File: config.mk
export PLATFORM = sky130hd
export DESIGN_NAME = hazard_detect_unit
export DESIGN_NICKNAME = d
export VERILOG_FILES = /design/src/rtl/pipe_pkg.sv /design/src/rtl/hazard_detect_unit_sat_counter.sv /design/src/rtl/hazard_detect_unit.sv
export SDC_FILE = /design/constraint.sdc
export NUM_CORES = 1
export LEC_CHECK = 0
export ABC_AREA = 1
export BUFFER_PORTS_ARGS = -buffer_cell sky130_fd_sc_hd__buf_4
export CAP_MARGIN = 20
export CORE_UTILIZATION = 48
export DETAILED_ROUTE_END_ITERATION = 12
export HOLD_SLACK_MARGIN = 0.08
export PLACE_DENSITY = 0.82
export SLEW_MARGIN = 20
export SYNTH_ARGS = -nofsm -noshare
export SYNTH_HDL_FRONTEND = slang
export SYNTH_SLANG_ARGS = --single-unit
File: constraint.sdc
create_clock -name clk -period 1.8 [get_ports clk]
set_input_delay 0 -clock clk [delete_from_list [all_inputs] [get_ports clk]]
set_output_delay 0 -clock clk [all_outputs]
set_load 0.01 [all_outputs]
File: src/rtl/pipe_pkg.sv
// Shared pipeline-control definitions: hazard FSM encoding, register-zero constant,
// counter width default and the source/destination register match helper.
package pipe_pkg;

  typedef enum logic {
    RUN   = 1'b0,
    HOLD1 = 1'b1
  } hdu_state_e;

  localparam logic [4:0] REG_ZERO    = 5'd0;
  localparam int         CNT_W_DEFAULT = 16;

  // r0 is hardwired to zero, so it never creates a dependence
  function automatic logic reg_match(input logic [4:0] src, input logic [4:0] dst);
    return (src != REG_ZERO) && (src == dst);
  endfunction

endpackage

File: src/rtl/hazard_detect_unit_sat_counter.sv
// Saturating up-counter with synchronous clear; holds at all-ones instead of wrapping.
// Clear has priority over increment.
module sat_counter #(
  parameter int W = 16
) (
  input  logic         clk,
  input  logic         inc,
  input  logic         clr,
  output logic [W-1:0] cnt_o
);

  logic [W-1:0] count_q, count_d;

  always_comb begin
    count_d = count_q;
    if (clr)
      count_d = '0;
    else if (inc && !(&count_q))
      count_d = count_q + 1'b1;
  end

  always_ff @(posedge clk) begin
    count_q <= count_d;
  end

  assign cnt_o = count_q;

endmodule

File: src/rtl/hazard_detect_unit.sv
// Stall/flush controller beside ID: freezes PC and IF/ID and bubbles ID/EX on hazards
// forwarding cannot cover, flushes IF/ID on taken branches/jumps, counts stalls and flushes.
module hazard_detect_unit
  import pipe_pkg::*;
#(
  parameter int CNT_W = CNT_W_DEFAULT
) (
  input  logic             clk,
  input  logic             rst,
  input  logic [4:0]       ID_Rs,
  input  logic [4:0]       ID_Rt,
  input  logic             ID_UsesRt,
  input  logic             ID_Branch,
  input  logic             ID_BranchTaken,
  input  logic             ID_Jump,
  input  logic             EX_MemRead,
  input  logic             EX_RegWrite,
  input  logic [4:0]       EX_WR_out,
  input  logic             M_MemRead,
  input  logic [4:0]       M_WR_out,
  input  logic             ext_stall,
  output logic             PCWrite,
  output logic             IF_IDWrite,
  output logic             ID_EX_Bubble,
  output logic             IF_Flush,
  output logic [CNT_W-1:0] stall_cnt,
  output logic [CNT_W-1:0] flush_cnt
);

  hdu_state_e state_q;

  logic dep_ex, dep_m;
  logic lu, ba, bl2, bl1, haz, stall, flush;

  assign dep_ex = reg_match(ID_Rs, EX_WR_out) || (ID_UsesRt && reg_match(ID_Rt, EX_WR_out));
  assign dep_m  = reg_match(ID_Rs, M_WR_out)  || (ID_UsesRt && reg_match(ID_Rt, M_WR_out));

  assign lu  = EX_MemRead && dep_ex;
  assign ba  = ID_Branch && EX_RegWrite && !EX_MemRead && dep_ex;
  assign bl2 = ID_Branch && EX_MemRead && dep_ex;
  assign bl1 = ID_Branch && M_MemRead && dep_m;

  assign haz   = (state_q == HOLD1) || lu || ba || bl2 || bl1;
  assign stall = haz || ext_stall;
  // Branch operands are stale while stalled, so a flush waits for the first free cycle
  assign flush = !stall && ((ID_Branch && ID_BranchTaken) || ID_Jump);

  always_comb begin
    PCWrite      = !stall;
    IF_IDWrite   = !stall;
    ID_EX_Bubble = haz;
    IF_Flush     = flush;
    if (rst) begin
      PCWrite      = 1'b0;
      IF_IDWrite   = 1'b0;
      ID_EX_Bubble = 1'b1;
      IF_Flush     = 1'b0;
    end
  end

  always_ff @(posedge clk) begin
    if (rst) begin
      state_q <= RUN;
    end else begin
      case (state_q)
        RUN:     if (bl2) state_q <= HOLD1;
        HOLD1:   if (!ext_stall) state_q <= RUN;
        default: state_q <= RUN;
      endcase
    end
  end

  sat_counter #(.W(CNT_W)) u_stall_cnt (
    .clk   (clk),
    .inc   (haz),
    .clr   (rst),
    .cnt_o (stall_cnt)
  );

  sat_counter #(.W(CNT_W)) u_flush_cnt (
    .clk   (clk),
    .inc   (IF_Flush),
    .clr   (rst),
    .cnt_o (flush_cnt)
  );

endmodule

== Word level (Yosys, flattened, before mapping) ==
Cells that the tools add are included.

* Register bits after elaboration: 33
* Latch bits: 0
* RAM bits: 0
* ROM bits: 0
* Memories: 0

* $add $sub $neg: 2
* Multipliers: 0
* Div/mod/pow operators: 0
* $lt $le $gt $ge: 0
* Eq/ne operators: 4
* Shifts and indexed selects: 0
* Mux-type cells: 6
* Bitwise gates (word level): 1
* Reductions and logical operators: 34

{| class="wikitable"
|+ Operator list
! kind !! count
|-
| $add A16 B1 Y16 const B || 2
|-
| $reduce_and A16 Y1 || 2
|-
| $eq A5 B5 Y1 || 4
|-
| $logic_and A1 B1 Y1 || 18
|-
| $reduce_bool A5 Y1 || 2
|-
| $logic_or A1 B1 Y1 || 8
|-
| $mux W1 || 5
|-
| $logic_not A1 Y1 || 4
|-
| $pmux W1 S2 || 1
|-
| $not A1 Y1 || 1
|}

== Depth between registers and ports, before layout ==
Gate-level depths: netlist of the first run.

* Depth after elaboration: 14
* Gate-level depth with buffers: 18
* Depth with buffers taken out: 18

== Hierarchy ==
A second synthesis of the first run with hierarchy kept.

* Cells, all modules: 401
* Area, all modules: 2477.4 µm²

{| class="wikitable"
|+ Modules (own cells, without submodules)
! module !! instances !! cells each !! area an instance (µm²) !! seq. area each (µm²)
|-
| sat_counter || 2 || 146 || 978.4 || 320.3
|-
| hazard_detect_unit || 1 || 109 || 520.5 || 20.0
|}

== Worst setup path before layout of the first run ==
OpenSTA, ideal clock, no wires.

* Kind: reg2reg
* Start: register u_flush_cnt.count_q[0] (netlist: u_flush_cnt.cnt_o[0])
* End: register u_flush_cnt.count_q[4] (netlist: u_flush_cnt.cnt_o[4])
* Arrival: 1.703 ns
* Required time: 1.657 ns
* Setup slack: -0.046 ns
* Stages on the path, launching flop included: 12
* Buffers on the path: 1
* Cell sequence: dfxtp_1 > ha_1 > nand2_2 > nor3_4 > inv_2 > nor2_2 > inv_2 > nor3_2 > inv_2 > buf_4 > nand3_1 > a21oi_2

* Longest elaborated chain between the ends: 3

{| class="wikitable"
|+ RTL lines
! item !! line !! RTL
|-
| start: declaration || hazard_detect_unit_sat_counter.sv:12 || <nowiki>logic [W-1:0] count_q, count_d;</nowiki>
|-
| start signal: assignment || hazard_detect_unit_sat_counter.sv:23 || <nowiki>count_q <= count_d;</nowiki>
|-
| branches (longest 3 deep; another with $add A16 B1 Y16) || - ||
|}

Parallel ways; which one is timed is not known.
A chain may end at the register's enable or synchronous reset.

== Worst setup path after layout of the first run ==
* Start: register u_flush_cnt.count_q[1] (netlist: u_flush_cnt.cnt_o[1])
* End: register u_flush_cnt.count_q[1] (netlist: u_flush_cnt.cnt_o[1])

Same word-level chain as after synthesis.

==> results of run 1 <==
==> worst reg2reg max path, cell delays in order, from the launching register on <==
cell,delay (ps)
dfxtp_2,330
ha_2,180
nand2_2,90
nor3_4,210
inv_2,60
nor2_4,100
inv_2,40
nor3_2,120
inv_2,80
buf_6,170
nand3_1,100
nand2_1,60
nor2_1,100
==> logic make-up after synthesis <==
family	Yosys count	synth area share (%)
AND/OR/NAND/NOR	215	41.1
buffers and inverters	65	11.6
AO/OA/AOI/OAI	35	9.42
flip-flops	33	27.3
XOR/XNOR	26	9.42
adder cells (fa/ha/maj)	2	1.04
==> flip-flops by register name, indices dropped and copies added, names as in the netlist <==
register           count
state_q                1
u_stall_cnt.cnt_o     16
u_flush_cnt.cnt_o     16
==> Yosys cell counts <==
library cell  count
buf_4             3
clkbuf_1          3
dfxtp_1          33
o21ai_0           6
xor2_1           17
xnor2_1           9
a21oi_2          10
nor3b_1           1
inv_2            12
nor4_1            1
nand2_2           4
nor2_2            3
nor3_4            1
nand3_1          28
ha_1              2
a2111oi_0         1
o21ai_1           1
nand4_1           2
nor3_2            1
nor2_8            1
buf_8             1
a21oi_1          16
nor2_1           45
nand2_1         106
a21oi_4           1
buf_6             2
nor3_1           12
nand4_4           1
inv_1            44
nand3_2           9
==> repair_timing <==
action / CTS / global route
gates resized for setup: 1 / 15
hold buffers: 2 / 0
pin swaps: 0 / 3
setup endpoints to repair: 2 / 31
buffers inserted: 0 / 3
hold endpoints to repair: 9 / 0
gates cloned: 0 / 1
==> per-stage QoR <==
step / setup TNS (ps) / setup WS [ps] / instances / instance area, sq um
5_1_grt: -27.5 / -19.5 / 530 / 3240
2_1_floorplan: 0 / 37.4 / 376 / 2420
4_1_cts: 0 / 36.1 / 526 / 3160
6_report: 0 / 105 / 530 / 3240
3_3_place_gp: 0 / 94.4 / 516 / 3050
3_5_place_dp: 0 / 4.27 / 516 / 3050
==> path summary, 6_finish.rpt <==
| kind | startpoint | to | slack (ps) | depth (start not counted) |
|---|---|---|---|---|
| worst min-delay path | ext_stall | state_q | 90 | 3 |
| worst max-delay path | u_flush_cnt.cnt_o[1] | u_flush_cnt.cnt_o[1] | 110 | 12 |
| worst max register to register | u_flush_cnt.cnt_o[1] | u_flush_cnt.cnt_o[1] | 110 | 12 |
| worst min register to register | u_stall_cnt.cnt_o[13] | u_stall_cnt.cnt_o[13] | 490 | 2 |
==> metal layers <==
layer	GRT usage, %	wire length [um]
met5	0	0
met4	10.2	138
met3	5.66	308
met2	42.9	3130
met1	28.4	2730
==> power groups by stage <==
stage               Clock, uW  Combinational [uW]  Sequential [uW]
global route              588                 300              742
CTS                       560                 259              741
floorplan                   0                 141              762
global placement            0                 247              757
finish                    547                 273              742
detailed placement          0                 254              757
==> layout make-up <==
cell class | instances | area (sq um)
Clock buffer | 6 | 72.6
Clock inverter | 2 | 10.0
Fill cell | 435 | 1550
Inverter | 56 | 213
Multi-Input combinational cell | 279 | 1530
Sequential cell | 33 | 669
Tap cell | 67 | 83.8
Timing Repair Buffer | 87 | 662
==> out/results.ini, run 1 <==
[grt]
grt_pass1_vias=2415
grt_pass1_wl_um=10100
grt_start_max_net_pins=23
grt_usage_pct=24.4
overflow=0
antenna_found_initial=0

[sta]
final.period_utilization_pct=94.1
max_slew_margin_pct=65.7
finalHoldViolCount=0
rsz0062_at_grt=yes
worst_slew_pin_slew_ps=515
hold_ws_ps=88.1
setup_viol=0
skew_ps=5.79
fmax_mhz=590
finalCriticalPeriod_ps=1690
slew_viol_final=0

[power]
worst_ir_drop_vdd_v=0.000416
power_density_mw_per_mm2=482
pwr-share-comb_pct=17.5
power.internal_uw=1130
switching_share_pct=27.9
power_frac_seq_pct=47.5
p_sw_uw=435
totalPowerFinal_uw=1560
clkPwrFrac_pct=35.0
total_leakage_power_uw=0.00145

[finish]
mostFrequentLayoutCells=nand2_1 (105), buf_4 (84), nor2_1 (45), inv_1 (43), dfxtp_1 (28)
layout_commonest_cell=nand2_1
diodes=0
final_util_pct=67.6
drive_gt1_share_pct=31.7
final_net_count=494
areaGrowthSynthToFinish_pct=33.9

[worst_hold_path]
hp-class=primary input to flip-flop

[cts]
cts_tree=done
cts.reportedPaths.clkPinSlew_ps=70
numCtsBuffers=5
clk_latency_ps=290
clk_path_buf_depth=2
clock_sinks=33
h-tree-depth=2
root_buffer=clkbuf_8

[critical_path]
slowest_stage=dfxtp_2
cp_common_cell=inv_2
path_buf_inv=4
arrival_ps=1920
worstSetupPathType=flip-flop to flip-flop
crit_path_end_kind=flip-flop
crit_chain=ha_2, nand2_2, nor3_4, inv_2, nor2_4, inv_2, nor3_2, inv_2, buf_6, nand3_1, nand2_1, nor2_1
critPathTopFamily=simple AND/OR/NAND/NOR gates
critPathMaxFanout=15
worst_ep_required_time_ps=2030
cp-start-kind=flip-flop
slowest_delay_ps=330

[route]
vias=2621
via_per_inst=4.95
drt_iter0_drc=139
routed_wl_um=6300
ant_nets=0
first_pass_iters=4
drc_errors=0
wl_per_cell_um=11.9

[synth]
synth.distinct_cells=30
syn-cell-area_sq_mm=0.00242
yosysWarnings=0
ys_seq_elements=33
syn_nets=408
avgSynthCellArea_sq_um=6.43
yosysTopAreaCellShare_pct=27.3
seq_area_frac_synth_pct=27.3
yosysTopAreaCell=dfxtp_1
synthTopCellsByArea=dfxtp_1 (27%), nand2_1 (16%), nor2_1 (7.0%)
synthCells=376

[floorplan]
dieArea_sq_mm=0.00532
coreArea_sq_mm=0.00479
start_util_pct=50.5
die_h_um=73.0
core.rowCount=25
ios=66
die_width_um=73.0

[status]
status=complete, no violations

[placement]
dp_hpwl_um=4630
gp_congestion=0.904
io_buffers=65

[job]
drv_cap=0

Power figures use the tool's default switching activity.
==> run 2, diff against run 1 <==
--- a/config.mk
+++ b/config.mk
@@ -7,7 +7,7 @@
 export LEC_CHECK = 0
 export ABC_AREA = 1
 export BUFFER_PORTS_ARGS = -buffer_cell sky130_fd_sc_hd__buf_4
-export CAP_MARGIN = 20
+export CORE_MARGIN = 10
 export CORE_UTILIZATION = 48
 export DETAILED_ROUTE_END_ITERATION = 12
 export HOLD_SLACK_MARGIN = 0.08
==> run 2 against run 1 <==
Against the previous run: critical path depth unchanged; sequential cell count unchanged; largest power group is now the clock network; critical path type unchanged; clock skew up 3.9 ps; largest cell class unchanged; clock-buffer cell count up 1; design area up 0.89%; sequential power about the same; wire length up 13%.
==> out/results.ini, run 2 (same netlist as run 1, synthesis figures left out) <==
[route]
ant_nets=0
vias=2703
wl_per_cell_um=13.4
via_per_inst=5.09
drt_iter0_drc=188
first_pass_iters=5
routed_wl_um=7140
drc_errors=0

[worst_hold_path]
whs_path_depth=3
worstHoldStart=ext_stall
whs_endpoint=state_q
hp-class=primary input to flip-flop

[finish]
multi_input_area_sq_mm=0.00152
finalNonFillerCells=531
areaGrowthSynthToFinish_pct=35.1
layout_commonest_cell=nand2_1
ff_latch_area_sq_um=668
mostFrequentLayoutCells=nand2_1 (105), buf_4 (84), nor2_1 (45), inv_1 (44)
fill_cells=441
final_net_count=495
diodes=0
final_util_pct=67.8
drive_gt1_share_pct=31.5

[grt]
antenna_found_initial=0
grt_usage_pct=16.4
grt_start_max_net_pins=23
overflow=0
grt_pass1_wl_um=11500
grt_pass1_vias=2524

[critical_path]
worstSetupPathType=flip-flop to flip-flop
critPathMaxFanout=15
arrival_ps=1920
crit_chain=ha_2, nand2_2, nor3_4, inv_2, nor2_4, inv_2, nor3_2, inv_2, buf_8, nand3_1, nand2_1, nor2_1
r2r_end=u_flush_cnt.cnt_o[0]
cp_common_cell=inv_2
r2r_slack_ps=100
cp-start-kind=flip-flop
crit_path_end_kind=flip-flop
reg2regPathDepth=12
slowest_stage=dfxtp_2
rr_startpoint=u_flush_cnt.cnt_o[1]
worst_ep_required_time_ps=2020
slowest_delay_ps=340

[sta]
finalCriticalPeriod_ps=1700
fin_ws_ps=103
slew_viol_final=0
worst_slew_pin_slew_ps=546
skew_ps=9.69
final.period_utilization_pct=94.3
setup_viol=0
max_slew_margin_pct=63.6
finalHoldViolCount=0
hold_ws_ps=99.2
fmax_mhz=589
timing.setup.tns_ps=0

[power]
p_sw_uw=456
power.internal_uw=1310
worst_ir_drop_vdd_v=0.000422
power_frac_seq_pct=41.9
pwr-share-comb_pct=15.7
clkPwrFrac_pct=42.4
total_leakage_power_uw=0.00148
switching_share_pct=25.8
power_density_mw_per_mm2=541

[floorplan]
dieArea_sq_mm=0.00827
die_width_um=91.0
die_h_um=91.0
coreArea_sq_mm=0.00482
start_util_pct=50.2
core.rowCount=25
ios=66

[placement]
dp.cells=517
io_buffers=65
dp_hpwl_um=5380
gp_congestion=0.943
post-place-ws_ps=19.0

[cts]
root_buffer=clkbuf_8
clk_path_buf_depth=2
cts_tree=done
clk_latency_ps=300
cts.reportedPaths.clkPinSlew_ps=80
numCtsBuffers=5
h-tree-depth=2
clock_sinks=33

[status]
status=complete, no violations

[job]
drv_cap=0

## run 2: worst max-delay path by stage
stage                    startpoint                    to  slack, ps  cells past startpoint
2_1_floorplan  u_flush_cnt.cnt_o[0]  u_flush_cnt.cnt_o[4]         40                     11
3_3_place_gp   u_flush_cnt.cnt_o[0]  u_flush_cnt.cnt_o[0]        100                     12
3_5_place_dp   u_flush_cnt.cnt_o[0]  u_flush_cnt.cnt_o[1]         20                     12
4_1_cts        u_flush_cnt.cnt_o[1]  u_flush_cnt.cnt_o[0]         20                     12
5_1_grt        u_flush_cnt.cnt_o[5]  u_flush_cnt.cnt_o[1]         -8                     13
6_report       u_flush_cnt.cnt_o[1]  u_flush_cnt.cnt_o[0]        100                     12
## run 2: layout make-up
cell class	count	share of cell area (%)
Sequential cell	33	20.5
Inverter	56	6.51
Clock buffer	7	2.64
Clock inverter	1	0.920
Timing Repair Buffer	87	20.4
Tap cell	67	2.57
Multi-Input combinational cell	280	46.5
## run 2: what timing repair did
action | 4_1_cts | 5_1_grt
endpoints found under the hold margin | 7 | 0
pin swaps | 0 | 2
buffers inserted | 0 | 2
gates cloned | 0 | 2
resized for setup | 1 | 12
hold buffers | 2 | 0
endpoints found under the setup margin | 3 | 31
## run 2: routing by layer
metal	share of wire, %	up-vias	track usage [%]
li1	-	1357	-
met3	6.2	13	3.79
met1	41	1227	18.6
met4	1.4	0	6.53
met2	52	106	28.8
met5	0	-	0
## run 2: power by group through the flow
stage,clock (uW),combinational (uW),sequential (uW)
after floorplan,0,141,762
after global placement,0,252,756
after detailed placement,0,257,757
after CTS,750,264,740
after global routing,787,304,741
final,748,277,740
## run 2: critical path, delay by kind of cell, from the launching register on
kind | cells | cell delay (ps)
and+or+nand+nor | 7 | 720
buffers and inverters | 4 | 370
DFF | 1 | 340
adders and majority gates | 1 | 190
## run 2: stage by stage
stage               total power [uW]  instance area, sq um
floorplan                        903                  2420
global route                    1830                  3270
CTS                             1750                  3200
detailed placement              1010                  3060
global placement                1010                  3060
finish                          1770                  3270
